**src/rtl/mips_alu_pkg.sv**
```systemverilog
// Shared ALU definitions: operation codes, MIPS opcode/funct constants and the
// issue-buffer entry layout used by the decoder, the issue stage and the ALU.
package mips_alu_pkg;

  typedef enum logic [3:0] {
    ALU_ILLEGAL  = 4'b0000,
    ALU_SUB      = 4'b0001,
    ALU_OR       = 4'b0010,
    ALU_ADD      = 4'b0011,
    ALU_LUI      = 4'b0100,
    ALU_SLL      = 4'b0101,
    ALU_SRL      = 4'b0110,
    ALU_AND      = 4'b0111,
    ALU_NOR      = 4'b1000,
    ALU_NOTANDPC = 4'b1010
  } alu_op_e;

  // Source of the b operand
  typedef enum logic [1:0] {
    B_SEL_RT,
    B_SEL_SEXT,
    B_SEL_ZEXT
  } b_sel_e;

  localparam logic [5:0] OPC_RTYPE = 6'h00;
  localparam logic [5:0] OPC_BEQ   = 6'h04;
  localparam logic [5:0] OPC_BNE   = 6'h05;
  localparam logic [5:0] OPC_ADDI  = 6'h08;
  localparam logic [5:0] OPC_ADDIU = 6'h09;
  localparam logic [5:0] OPC_ANDI  = 6'h0C;
  localparam logic [5:0] OPC_ORI   = 6'h0D;
  localparam logic [5:0] OPC_LUI   = 6'h0F;
  localparam logic [5:0] OPC_LW    = 6'h23;
  localparam logic [5:0] OPC_SW    = 6'h2B;

  localparam logic [5:0] FN_SLL  = 6'h00;
  localparam logic [5:0] FN_SRL  = 6'h02;
  localparam logic [5:0] FN_JR   = 6'h08;
  localparam logic [5:0] FN_ADD  = 6'h20;
  localparam logic [5:0] FN_ADDU = 6'h21;
  localparam logic [5:0] FN_SUB  = 6'h22;
  localparam logic [5:0] FN_SUBU = 6'h23;
  localparam logic [5:0] FN_AND  = 6'h24;
  localparam logic [5:0] FN_OR   = 6'h25;
  localparam logic [5:0] FN_NOR  = 6'h27;

  typedef struct packed {
    alu_op_e     op;
    logic [31:0] a;
    logic [31:0] b;
    logic [4:0]  shamt;
    logic        illegal;
  } issue_entry_t;

  function automatic logic [31:0] select_b(input b_sel_e sel, input logic [15:0] imm,
                                           input logic [31:0] rt);
    logic [31:0] b;
    unique case (sel)
      B_SEL_SEXT: b = {{16{imm[15]}}, imm};
      B_SEL_ZEXT: b = {16'h0000, imm};
      default:    b = rt;
    endcase
    return b;
  endfunction

endpackage

```
**src/rtl/alu_op_decoder.sv**
```systemverilog
// Combinational instruction decoder: maps opcode/funct to an ALU operation,
// the b-operand source and an illegal flag.
module alu_op_decoder
  import mips_alu_pkg::*;
(
  input  logic [31:0] instr,
  output alu_op_e     op,
  output b_sel_e      b_sel,
  output logic        illegal
);

  logic [5:0] opcode;
  logic [5:0] funct;
  logic       unused_fields;

  assign opcode        = instr[31:26];
  assign funct         = instr[5:0];
  assign unused_fields = ^instr[25:6];

  always_comb begin
    op      = ALU_ILLEGAL;
    b_sel   = B_SEL_RT;
    illegal = 1'b0;
    if (opcode == OPC_RTYPE) begin
      unique case (funct)
        FN_ADD, FN_ADDU: op = ALU_ADD;
        FN_SUB, FN_SUBU: op = ALU_SUB;
        FN_AND:          op = ALU_AND;
        FN_OR:           op = ALU_OR;
        FN_NOR:          op = ALU_NOR;
        FN_SLL:          op = ALU_SLL;
        FN_SRL:          op = ALU_SRL;
        FN_JR:           op = ALU_NOTANDPC;
        default:         illegal = 1'b1;
      endcase
    end else begin
      unique case (opcode)
        OPC_ADDI, OPC_ADDIU, OPC_LW, OPC_SW: begin
          op    = ALU_ADD;
          b_sel = B_SEL_SEXT;
        end
        OPC_BEQ, OPC_BNE: op = ALU_SUB;
        OPC_ANDI: begin
          op    = ALU_AND;
          b_sel = B_SEL_ZEXT;
        end
        OPC_ORI: begin
          op    = ALU_OR;
          b_sel = B_SEL_ZEXT;
        end
        OPC_LUI: begin
          op    = ALU_LUI;
          b_sel = B_SEL_ZEXT;
        end
        default: illegal = 1'b1;
      endcase
    end
  end

endmodule

```
**src/rtl/alu_issue_stage.sv**
```systemverilog
// Two-entry issue buffer between register read and the ALU: decodes on accept,
// holds entries in order and presents the head with a valid/ready handshake.
module alu_issue_stage
  import mips_alu_pkg::*;
#(
  parameter int DEPTH = 2
) (
  input  logic        clk,
  input  logic        reset,
  input  logic [31:0] instr_i,
  input  logic [31:0] rs_data_i,
  input  logic [31:0] rt_data_i,
  input  logic        in_valid_i,
  output logic        in_ready_o,
  input  logic        flush_i,
  output logic [3:0]  alu_operation_o,
  output logic [31:0] a_o,
  output logic [31:0] b_o,
  output logic [4:0]  shamt_o,
  output logic        illegal_o,
  output logic        out_valid_o,
  input  logic        out_ready_i
);

  localparam logic [1:0] FULL = 2'(DEPTH);

  issue_entry_t entries_q [DEPTH];
  logic [1:0]   count_q;
  logic         wr_ptr_q;
  logic         rd_ptr_q;

  alu_op_e      dec_op;
  b_sel_e       dec_b_sel;
  logic         dec_illegal;
  issue_entry_t new_entry;
  issue_entry_t head;
  logic         accept;
  logic         issue;

  alu_op_decoder u_decoder (
    .instr   (instr_i),
    .op      (dec_op),
    .b_sel   (dec_b_sel),
    .illegal (dec_illegal)
  );

  // Illegal entries carry zero operands but keep shamt for in-order traceability
  always_comb begin
    new_entry.op      = dec_op;
    new_entry.shamt   = instr_i[10:6];
    new_entry.illegal = dec_illegal;
    new_entry.a       = dec_illegal ? '0 : rs_data_i;
    new_entry.b       = dec_illegal ? '0 : select_b(dec_b_sel, instr_i[15:0], rt_data_i);
  end

  assign in_ready_o  = (count_q < FULL);
  assign out_valid_o = (count_q != '0);
  assign accept      = in_valid_i && in_ready_o && !flush_i;
  assign issue       = out_valid_o && out_ready_i && !flush_i;

  always_ff @(posedge clk) begin
    if (reset) begin
      count_q  <= '0;
      wr_ptr_q <= '0;
      rd_ptr_q <= '0;
      for (int unsigned i = 0; i < DEPTH; i++) entries_q[i] <= '0;
    end else if (flush_i) begin
      count_q  <= '0;
      wr_ptr_q <= '0;
      rd_ptr_q <= '0;
    end else begin
      if (accept) begin
        entries_q[wr_ptr_q] <= new_entry;
        wr_ptr_q            <= ~wr_ptr_q;
      end
      if (issue) rd_ptr_q <= ~rd_ptr_q;
      unique case ({accept, issue})
        2'b10:   count_q <= count_q + 2'd1;
        2'b01:   count_q <= count_q - 2'd1;
        default: count_q <= count_q;
      endcase
    end
  end

  assign head            = out_valid_o ? entries_q[rd_ptr_q] : '0;
  assign alu_operation_o = head.op;
  assign a_o             = head.a;
  assign b_o             = head.b;
  assign shamt_o         = head.shamt;
  assign illegal_o       = head.illegal;

endmodule
```
**config.mk**
```make
export PLATFORM = sky130hd
export DESIGN_NAME = alu_issue_stage
export DESIGN_NICKNAME = d
export VERILOG_FILES = /design/src/rtl/mips_alu_pkg.sv /design/src/rtl/alu_op_decoder.sv /design/src/rtl/alu_issue_stage.sv
export SDC_FILE = /design/constraint.sdc
export NUM_CORES = 1
export LEC_CHECK = 0
export ABC_CLOCK_PERIOD_IN_PS = 7800
export CORE_MARGIN = 1.5
export CORE_UTILIZATION = 45
export CTS_BUF_LIST = sky130_fd_sc_hd__clkbuf_16
export DETAILED_ROUTE_END_ITERATION = 12
export GPL_TIMING_DRIVEN = 1
export PLACE_DENSITY = 0.75
export SETUP_SLACK_MARGIN = 0.15
export SYNTH_ARGS = -nofsm -noshare
export SYNTH_HDL_FRONTEND = slang
export SYNTH_SLANG_ARGS = --single-unit
export TNS_END_PERCENT = 1
```
**constraint.sdc**
```tcl
create_clock -name clk -period 7.8 [get_ports clk]
set_clock_uncertainty 0.2 [all_clocks]
set_input_delay 2.34 -clock clk [delete_from_list [all_inputs] [get_ports clk]]
set_output_delay 2.34 -clock clk [all_outputs]
set_load 0.01 [all_outputs]
```
==> results by group, run 1 <==
Outcome
  – Outcome: finished, final reports clean

Final layout
  – Register area: 4548 µm²
  – Final core area utilization: 58.66%
  – Share of layout cells above drive strength 1: 15.28%
  – Diode count: 0
  – Synthesis-to-layout area growth: 27.94%
  – Final Cell Area: 10540 µm²
  – Final nets: 896
  – Footprint of the multi-input gates: 3189 µm²
  – Layout fillers: 1436

Global routing
  – Vias in the first global route: 6064
  – Initial antenna violation count: 0
  – Total track usage: 20.48%
  – Largest net degree at the start of global routing: 75
  – Gr ovfl total: 0
  – First-pass GRT wire length: 31.37 mm

Timing
  – Worst Slack Setup Final: 2.053 ns
  – Hold Fails Final Rpt: 0
  – Worst Tran Pin Value: 1.307 ns
  – RSZ-0062 raised after global routing: no
  – Fin Setup TNS: 0 ns
  – Post-layout min period: 5.747 ns
  – # setup viols final: 0
  – Final period util: 73.68%
  – Worst hold slack: 0.3807 ns
  – FMAX: 174.0 MHz
  – Max-slew violation count: 0
  – Rel. slew slack: 12.56%

Power and ir drop
  – Power density over the cells: 189.1 nW/µm²
  – Leak Pwr: 3.318 nW
  – Maximum vdd drop: 0.1459 mV

Logic synthesis
  – Mapped cell area: 8237 µm²
  – Netlist cell types: 44
  – Simple-gate share of the synthesized area: 6.957%
  – Post-synth EDFFs: 148
  – #FFs+latches synth: 153
  – Mux cell area share after synthesis: 8.993%
  – Post-synthesis xor/xnor area fraction: 0.7443%
  – Post-synth top flop: edfxtp_1
  – Post-Syn Instances: 669
  – Sequential area share after synthesis: 55.17%
  – Fraction of registers with async set/reset: 0%
  – Adder and majority gate portion of the synthesized area: 0.5772%
  – Synth warn: 0
  – Net Count, Synth: 773
  – Largest family of logic cells by synthesized area: compound AO/OA/AOI/OAI gates
  – Syn_area_per_cell: 12.31 µm²
  – Compound-Gate Fraction of Synth Area: 20.77%

Clocking
  – CTS Buffer Depth: 2
  – Setup Fix Bufs, Post-CTS: 0
  – Worst-Skew Late Latency: 0.42 ns
  – CTS Hold Bufs: 0
  – Cts repair resizes: 0
  – CTS buffer count: 17
  – Clock Sinks: 153
  – Clock-pin slew on the worst setup and hold paths: 0.06 ns
  – H-tree levels: 4
  – Root Buffer: clkbuf_16
  – TritonCTS clock tree: done

Critical path
  – CP peak stage delay: 1.11 ns
  – Critical Path Source: instr_i[27]
  – Worst reg2reg path startpoint: count_q[1]$_SDFFE_PP0P_
  – Setup CP Type: in -> reg
  – CP Cell Sequence: clkdlybuf4s50_1 > nor2_1 > nand2_1 > a211oi_1 > ha_1 > nor2_1 > a22oi_1 > a211oi_1
  – Crit-path max FO: 18
  – Crit path to: entries_q[0][11]$_SDFFCE_PN0P_
  – Req. time, crit path: 7.83 ns
  – RR Endpoint: entries_q[0][56]$_SDFFCE_PN0P_
  – R2r worst-path depth: 4
  – Worst path arrival time: 5.78 ns
  – R2r setup slk: 4.99 ns
  – Crit-path slowest cell: nor2_1
  – Startpoint types: input port
  – Setup crit end kind: register

Floorplan
  – Ports: 177
  – Die height: 138.3 µm
  – Initial Util: 45.85%
  – Core area: 17960 µm²
  – Die width: 138.3 µm
  – Die footprint: 19120 µm²
  – Row Count: 49

Detailed routing
  – Routed Antenna Nets: 0
  – Total Wirelength: 19.41 mm
  – Wire per inst: 18.77 µm
  – Drt drc: 0
  – Vias per Instance: 5.698
  – DR vias: 5892
  – Drt first pass iters: 5
  – Initial DRC Count: 475

Placement
  – Dpl ws: 1.650 ns
  – Placed inst area: 9938 µm²
  – Dpl hpwl: 11.74 mm
  – Number of port buffers: 166
  – Gp weighted congestion: 0.8475

Min path
  – HP Class: reg -> reg

Job
  – Max cap viols: 0
==> cells in the final DEF, fill, tap and decap left out, types with 2 or more instances in the layout <==
| cell | netlist | routed |
|---|---|---|
| mux2i_1 | 74 | 74 |
| a21o_1 | 4 | 3 |
| xnor2_1 | 3 | 3 |
| buf_4 | 0 | 8 |
| a22oi_1 | 16 | 16 |
| edfxtp_1 | 148 | 148 |
| bufinv_16 | 0 | 4 |
| or4_4 | 1 | 2 |
| o21ai_0 | 17 | 17 |
| clkinv_2 | 0 | 2 |
| a21oi_1 | 4 | 4 |
| o211ai_1 | 2 | 2 |
| nor2_1 | 102 | 101 |
| inv_1 | 46 | 53 |
| nor3_1 | 8 | 8 |
| nand3_1 | 4 | 3 |
| clkdlybuf4s50_1 | 0 | 166 |
| nand2b_1 | 3 | 3 |
| a211oi_2 | 78 | 78 |
| ha_1 | 3 | 3 |
| dfxtp_1 | 5 | 4 |
| nand2_1 | 4 | 4 |
| xor2_1 | 4 | 4 |
| a211oi_1 | 51 | 51 |
| clkbuf_16 | 0 | 17 |
==> final cells by class <==
class / instances / area share [%]
clock buffer: 17 / 4.037
clock inverter: 15 / 1.650
inverter: 46 / 1.639
multi-input combinational: 399 / 30.27
sequential: 153 / 43.16
tap: 229 / 2.719
timing repair buffer: 175 / 16.53
==> through the flow <==
step	total power [W]	instances
2_1_floorplan	0.001073	669
3_3_place_gp	0.001161	1002
3_5_place_dp	0.001167	1002
4_1_cts	0.002001	1034
5_1_grt	0.002053	1034
6_report	0.001992	1034
==> kinds of logic (layout without fill, tap and decap cells) <==
family / after synthesis / in the layout
AO/OA/AOI/OAI: 182 / 182
XOR/XNOR: 7 / 7
adder cells (fa/ha/maj): 4 / 4
buffers and inverters: 117 / 253
flip-flops: 153 / 153
multiplexers: 74 / 74
AND/OR/NAND/NOR: 132 / 132
==> worst min path at each step <==
stage | startpoint | endpoint | slack, ns | depth (start not counted)
2_1_floorplan | rd_ptr_q$_SDFFE_PP0P_ | register | 0.32 | 2
3_3_place_gp | rd_ptr_q$_SDFFE_PP0P_ | rd_ptr_q$_SDFFE_PP0P_ | 0.34 | 2
3_5_place_dp | rd_ptr_q$_SDFFE_PP0P_ | rd_ptr_q$_SDFFE_PP0P_ | 0.38 | 2
4_1_cts | rd_ptr_q$_SDFFE_PP0P_ | rd_ptr_q$_SDFFE_PP0P_ | 0.39 | 2
5_1_grt | rd_ptr_q$_SDFFE_PP0P_ | rd_ptr_q$_SDFFE_PP0P_ | 0.43 | 2
6_report | rd_ptr_q$_SDFFE_PP0P_ | rd_ptr_q$_SDFFE_PP0P_ | 0.38 | 2
==> state kept, by name, summed over array words and instances (netlist names), named ones only <==
register	count
count_q	2
rd_ptr_q	1
entries_q	148
wr_ptr_q	1
==> synth_stat cells, types with 2 or more instances <==
cell,instances,area [µm²]
nand2b_1,3,18.77
nand3_1,4,20.02
buf_6,14,157.7
inv_1,46,172.7
a211oi_1,51,382.9
a21oi_1,4,20.02
edfxtp_1,148,4444
xor2_1,4,35.03
nor3_1,8,40.04
a211oi_2,78,975.9
nand2_1,4,15.01
clkbuf_1,35,131.4
o211ai_1,2,15.01
a21o_1,4,30.03
xnor2_1,3,26.28
or4_1,2,15.01
buf_2,12,60.06
mux2i_1,74,740.7
nor2_1,102,382.9
ha_1,3,37.54
buf_1,10,37.54
dfxtp_1,5,100.1
o21ai_0,17,85.08
a22oi_1,16,120.1
==> report_power, final <==
| group | switching [W] | internal [W] |
|---|---|---|
| clock network | 0.000315 | 0.000527 |
| registers | 0.0000117 | 0.000938 |
| logic | 0.000115 | 0.0000845 |
==> layer usage <==
layer,wire [µm],share of wire [%],track usage (%),up-vias
li1,-,-,-,2761
met1,8249,43,26.07,2894
met2,9817,51,34.96,210
met3,920,4.7,3.395,27
met4,420,2.2,8.144,0
met5,0,0,0,-
==> critical path, delay by kind of cell <==
family | cells | cell delay [ns]
simple gates | 3 | 1.41
compound gates | 3 | 0.94
fa+ha+maj | 1 | 0.56
buf+inv | 1 | 0.53
No activity file was read; power rests on OpenSTA's default activity.
==> run 2, diff against run 1 <==
- ABC_CLOCK_PERIOD_IN_PS: 7800 -> 4700
- PLACE_DENSITY: 0.75 -> 0.78
- clock period: 7.8 -> 4.7 ns (I/O delays scaled with it)
==> run 2 against run 1 <==
Routed wire length shrank 2.0%. Non-clock buffer count is 11 higher. Clock-buffer cell count unchanged. Register-to-register slack worse by 2.7 ns. Sequential cell count stayed put. Critical path depth decreased by 4. Clock power increased by 57%. Core utilization increased by 0.81 points. Largest power group unchanged. Combinational power is 73% higher.
==> results by group, run 2 (synthesis results as in run 1) <==
Floorplan
  – Die height: 138.3 µm (unchanged)
  – Ports: 177 (unchanged)
  – Initial Util: 45.85% (unchanged)
  – Die width: 138.3 µm (unchanged)
  – Core area: 17960 µm² (unchanged)
  – Die footprint: 19120 µm² (unchanged)
  – Row Count: 49 (unchanged)

Clocking
  – TritonCTS clock tree: done (unchanged)
  – Clock-pin slew on the worst setup and hold paths: 0.06 ns (about the same)
  – Clock Sinks: 153 (unchanged)
  – CTS buffer count: 17 (unchanged)
  – Worst-Skew Late Latency: 0.42 ns (about the same)
  – CTS Buffer Depth: 2 (unchanged)
  – Cts repair resizes: 0 (unchanged)
  – Setup Fix Bufs, Post-CTS: 0 (unchanged)
  – CTS Hold Bufs: 0 (unchanged)
  – Root Buffer: clkbuf_16 (unchanged)
  – H-tree levels: 4 (unchanged)

Critical path
  – Startpoint types: register (was input port)
  – Worst path arrival time: 2.42 ns (was 5.78 ns)
  – Crit-path max FO: 31 (was 18)
  – Setup CP Type: reg -> out (was in -> reg)
  – Worst reg2reg path startpoint: count_q[1]$_SDFFE_PP0P_ (unchanged)
  – Req. time, crit path: 3.09 ns (was 7.83 ns)
  – RR Endpoint: count_q[1]$_SDFFE_PP0P_ (was entries_q[0][56]$_SDFFCE_PN0P_)
  – R2r worst-path depth: 9 (was 4)
  – Setup crit end kind: output pin (was register)
  – R2r setup slk: 2.31 ns (was 4.99 ns)

Final layout
  – Commonest non-fill, non-tap cell in the layout: clkdlybuf4s50_1 (unchanged)
  – Share of layout cells above drive strength 1: 16.79% (was 15.28%)
  – Register area: 4548 µm² (unchanged)
  – Footprint of the multi-input gates: 3189 µm² (unchanged)
  – Commonest cells after routing, fill and taps aside: clkdlybuf4s50_1, edfxtp_1, nor2_1 (unchanged)
  – Post-Layout Cell Count: 1045 (was 1034)
  – Final nets: 907 (was 896)
  – Register with the highest flop count: entries_q (unchanged)
  – Diode count: 0 (unchanged)
  – Largest register FFs: 148 (unchanged)
  – Largest regs: entries_q x148, count_q x2 (unchanged)
  – Layout fillers: 1464 (was 1436)
  – Synthesis-to-layout area growth: 29.71% (was 27.94%)

Placement
  – Dpl hpwl: 11.86 mm (was 11.74 mm)
  – Gp weighted congestion: 0.8333 (was 0.8475)
  – Placed cells: 1013 (was 1002)
  – Number of port buffers: 166 (unchanged)

Global routing
  – Vias in the first global route: 5839 (was 6064)
  – Largest net degree at the start of global routing: 129 (was 75)
  – First-pass GRT wire length: 30.46 mm (was 31.37 mm)
  – Total track usage: 20.14% (was 20.48%)
  – Initial antenna violation count: 0 (unchanged)
  – Gr ovfl total: 0 (unchanged)

Power and ir drop
  – Maximum vdd drop: 0.2443 mV (was 0.1459 mV)
  – Leak Pwr: 3.367 nW (was 3.318 nW)
  – Power density over the cells: 302.9 nW/µm² (was 189.1 nW/µm²)

Detailed routing
  – Total Wirelength: 19.01 mm (was 19.41 mm)
  – Drt drc: 0 (unchanged)
  – Initial DRC Count: 347 (was 475)
  – Wire per inst: 18.19 µm (was 18.77 µm)
  – Routed Antenna Nets: 0 (unchanged)
  – DR vias: 5812 (was 5892)
  – Vias per Instance: 5.562 (was 5.698)
  – Drt first pass iters: 4 (was 5)

Timing
  – FMAX: 247.9 MHz
  – Fin Setup TNS: 0 ns (unchanged)
  – Post-layout min period: 4.035 ns
  – Rel. slew slack: 24.41% (was 12.56%)
  – Max-slew violation count: 0 (unchanged)
  – RSZ-0062 raised after global routing: no (unchanged)
  – Hold Fails Final Rpt: 0 (unchanged)
  – # setup viols final: 0 (unchanged)
  – Worst Tran Pin Value: 1.134 ns (was 1.307 ns)
  – Final period util: 85.84%

Min path
  – HP Class: reg -> reg (unchanged)
  – Hold Startpoint: rd_ptr_q$_SDFFE_PP0P_ (unchanged)
  – Hold Path Depth: 2 (unchanged)

Outcome
  – Outcome: finished, final reports clean (unchanged)

Job
  – Max cap viols: 0 (unchanged)
==> run 2: layout make-up <==
class,count,area share [%]
Clock buffer,17,3.982
Multi-Input combinational cell,399,29.85
Tap cell,229,2.682
Clock inverter,15,1.288
Inverter,46,1.616
Sequential cell,153,42.57
Timing Repair Buffer,186,18.01
==> run 2: how the worst max path moves through the flow <==
| stage | start | endpoint | slack, ns | depth (start not counted) |
|---|---|---|---|---|
| 2_1_floorplan | flush_i | entries_q[0][0]$_SDFFCE_PN0P_ | 0.30 | 4 |
| 3_3_place_gp | instr_i[27] | entries_q[0][34]$_SDFFCE_PN0P_ | 0.44 | 9 |
| 3_5_place_dp | instr_i[27] | entries_q[0][32]$_SDFFCE_PN0P_ | 0.40 | 9 |
| 4_1_cts | register | alu_operation_o[2] | 0.65 | 4 |
| 5_1_grt | instr_i[31] | entries_q[0][32]$_SDFFCE_PN0P_ | 0.51 | 9 |
| 6_report | register | alu_operation_o[2] | 0.67 | 4 |
==> run 2: report_power, final <==
| group | total, W | switching [W] | internal (W) |
|---|---|---|---|
| logic | 0.000346 | 0.000193 | 0.000153 |
| clock network | 0.00132 | 0.000544 | 0.000772 |
| registers | 0.00157 | 0.0000183 | 0.00156 |
==> run 2: stage by stage <==
step	utilization [%]	instance area, µm²	worst slack (ns)	hold WS [ns]	power [W]
6_report	59.48	10680	0.6654	0.3483	0.003236
3_5_place_dp	56.34	10120	0.4040	0.3444	0.001951
4_1_cts	59.48	10680	0.6470	0.3537	0.003251
3_3_place_gp	56.34	10120	0.4423	0.3511	0.001944
2_1_floorplan	-	8240	0.3020	0.3200	0.001778
5_1_grt	59.48	10680	0.5052	0.3770	0.003340
==> run 2: metal layers <==
layer | share of wire, % | track usage [%] | vias to the layer above | wire length, µm
met5 | 0 | 0 | - | 0
met4 | 1.4 | 6.648 | 0 | 275
met3 | 5.3 | 3.845 | 22 | 1000
met2 | 52 | 36.03 | 193 | 9801
met1 | 42 | 24.43 | 2818 | 7934
li1 | - | - | 2779 | -
==> run 2: critical path: stages (launching register included) <==
cell,delay (ns)
dfxtp_4,0.73
buf_4,0.36
mux2i_1,0.12
nor2_1,0.19
clkdlybuf4s50_1,0.58
==> run 3, diff against run 2 <==
- GPL_ROUTABILITY_DRIVEN: default -> 0
==> results of run 3 <==
No change in the layout: final DEF, timing and power equal those of run 2.
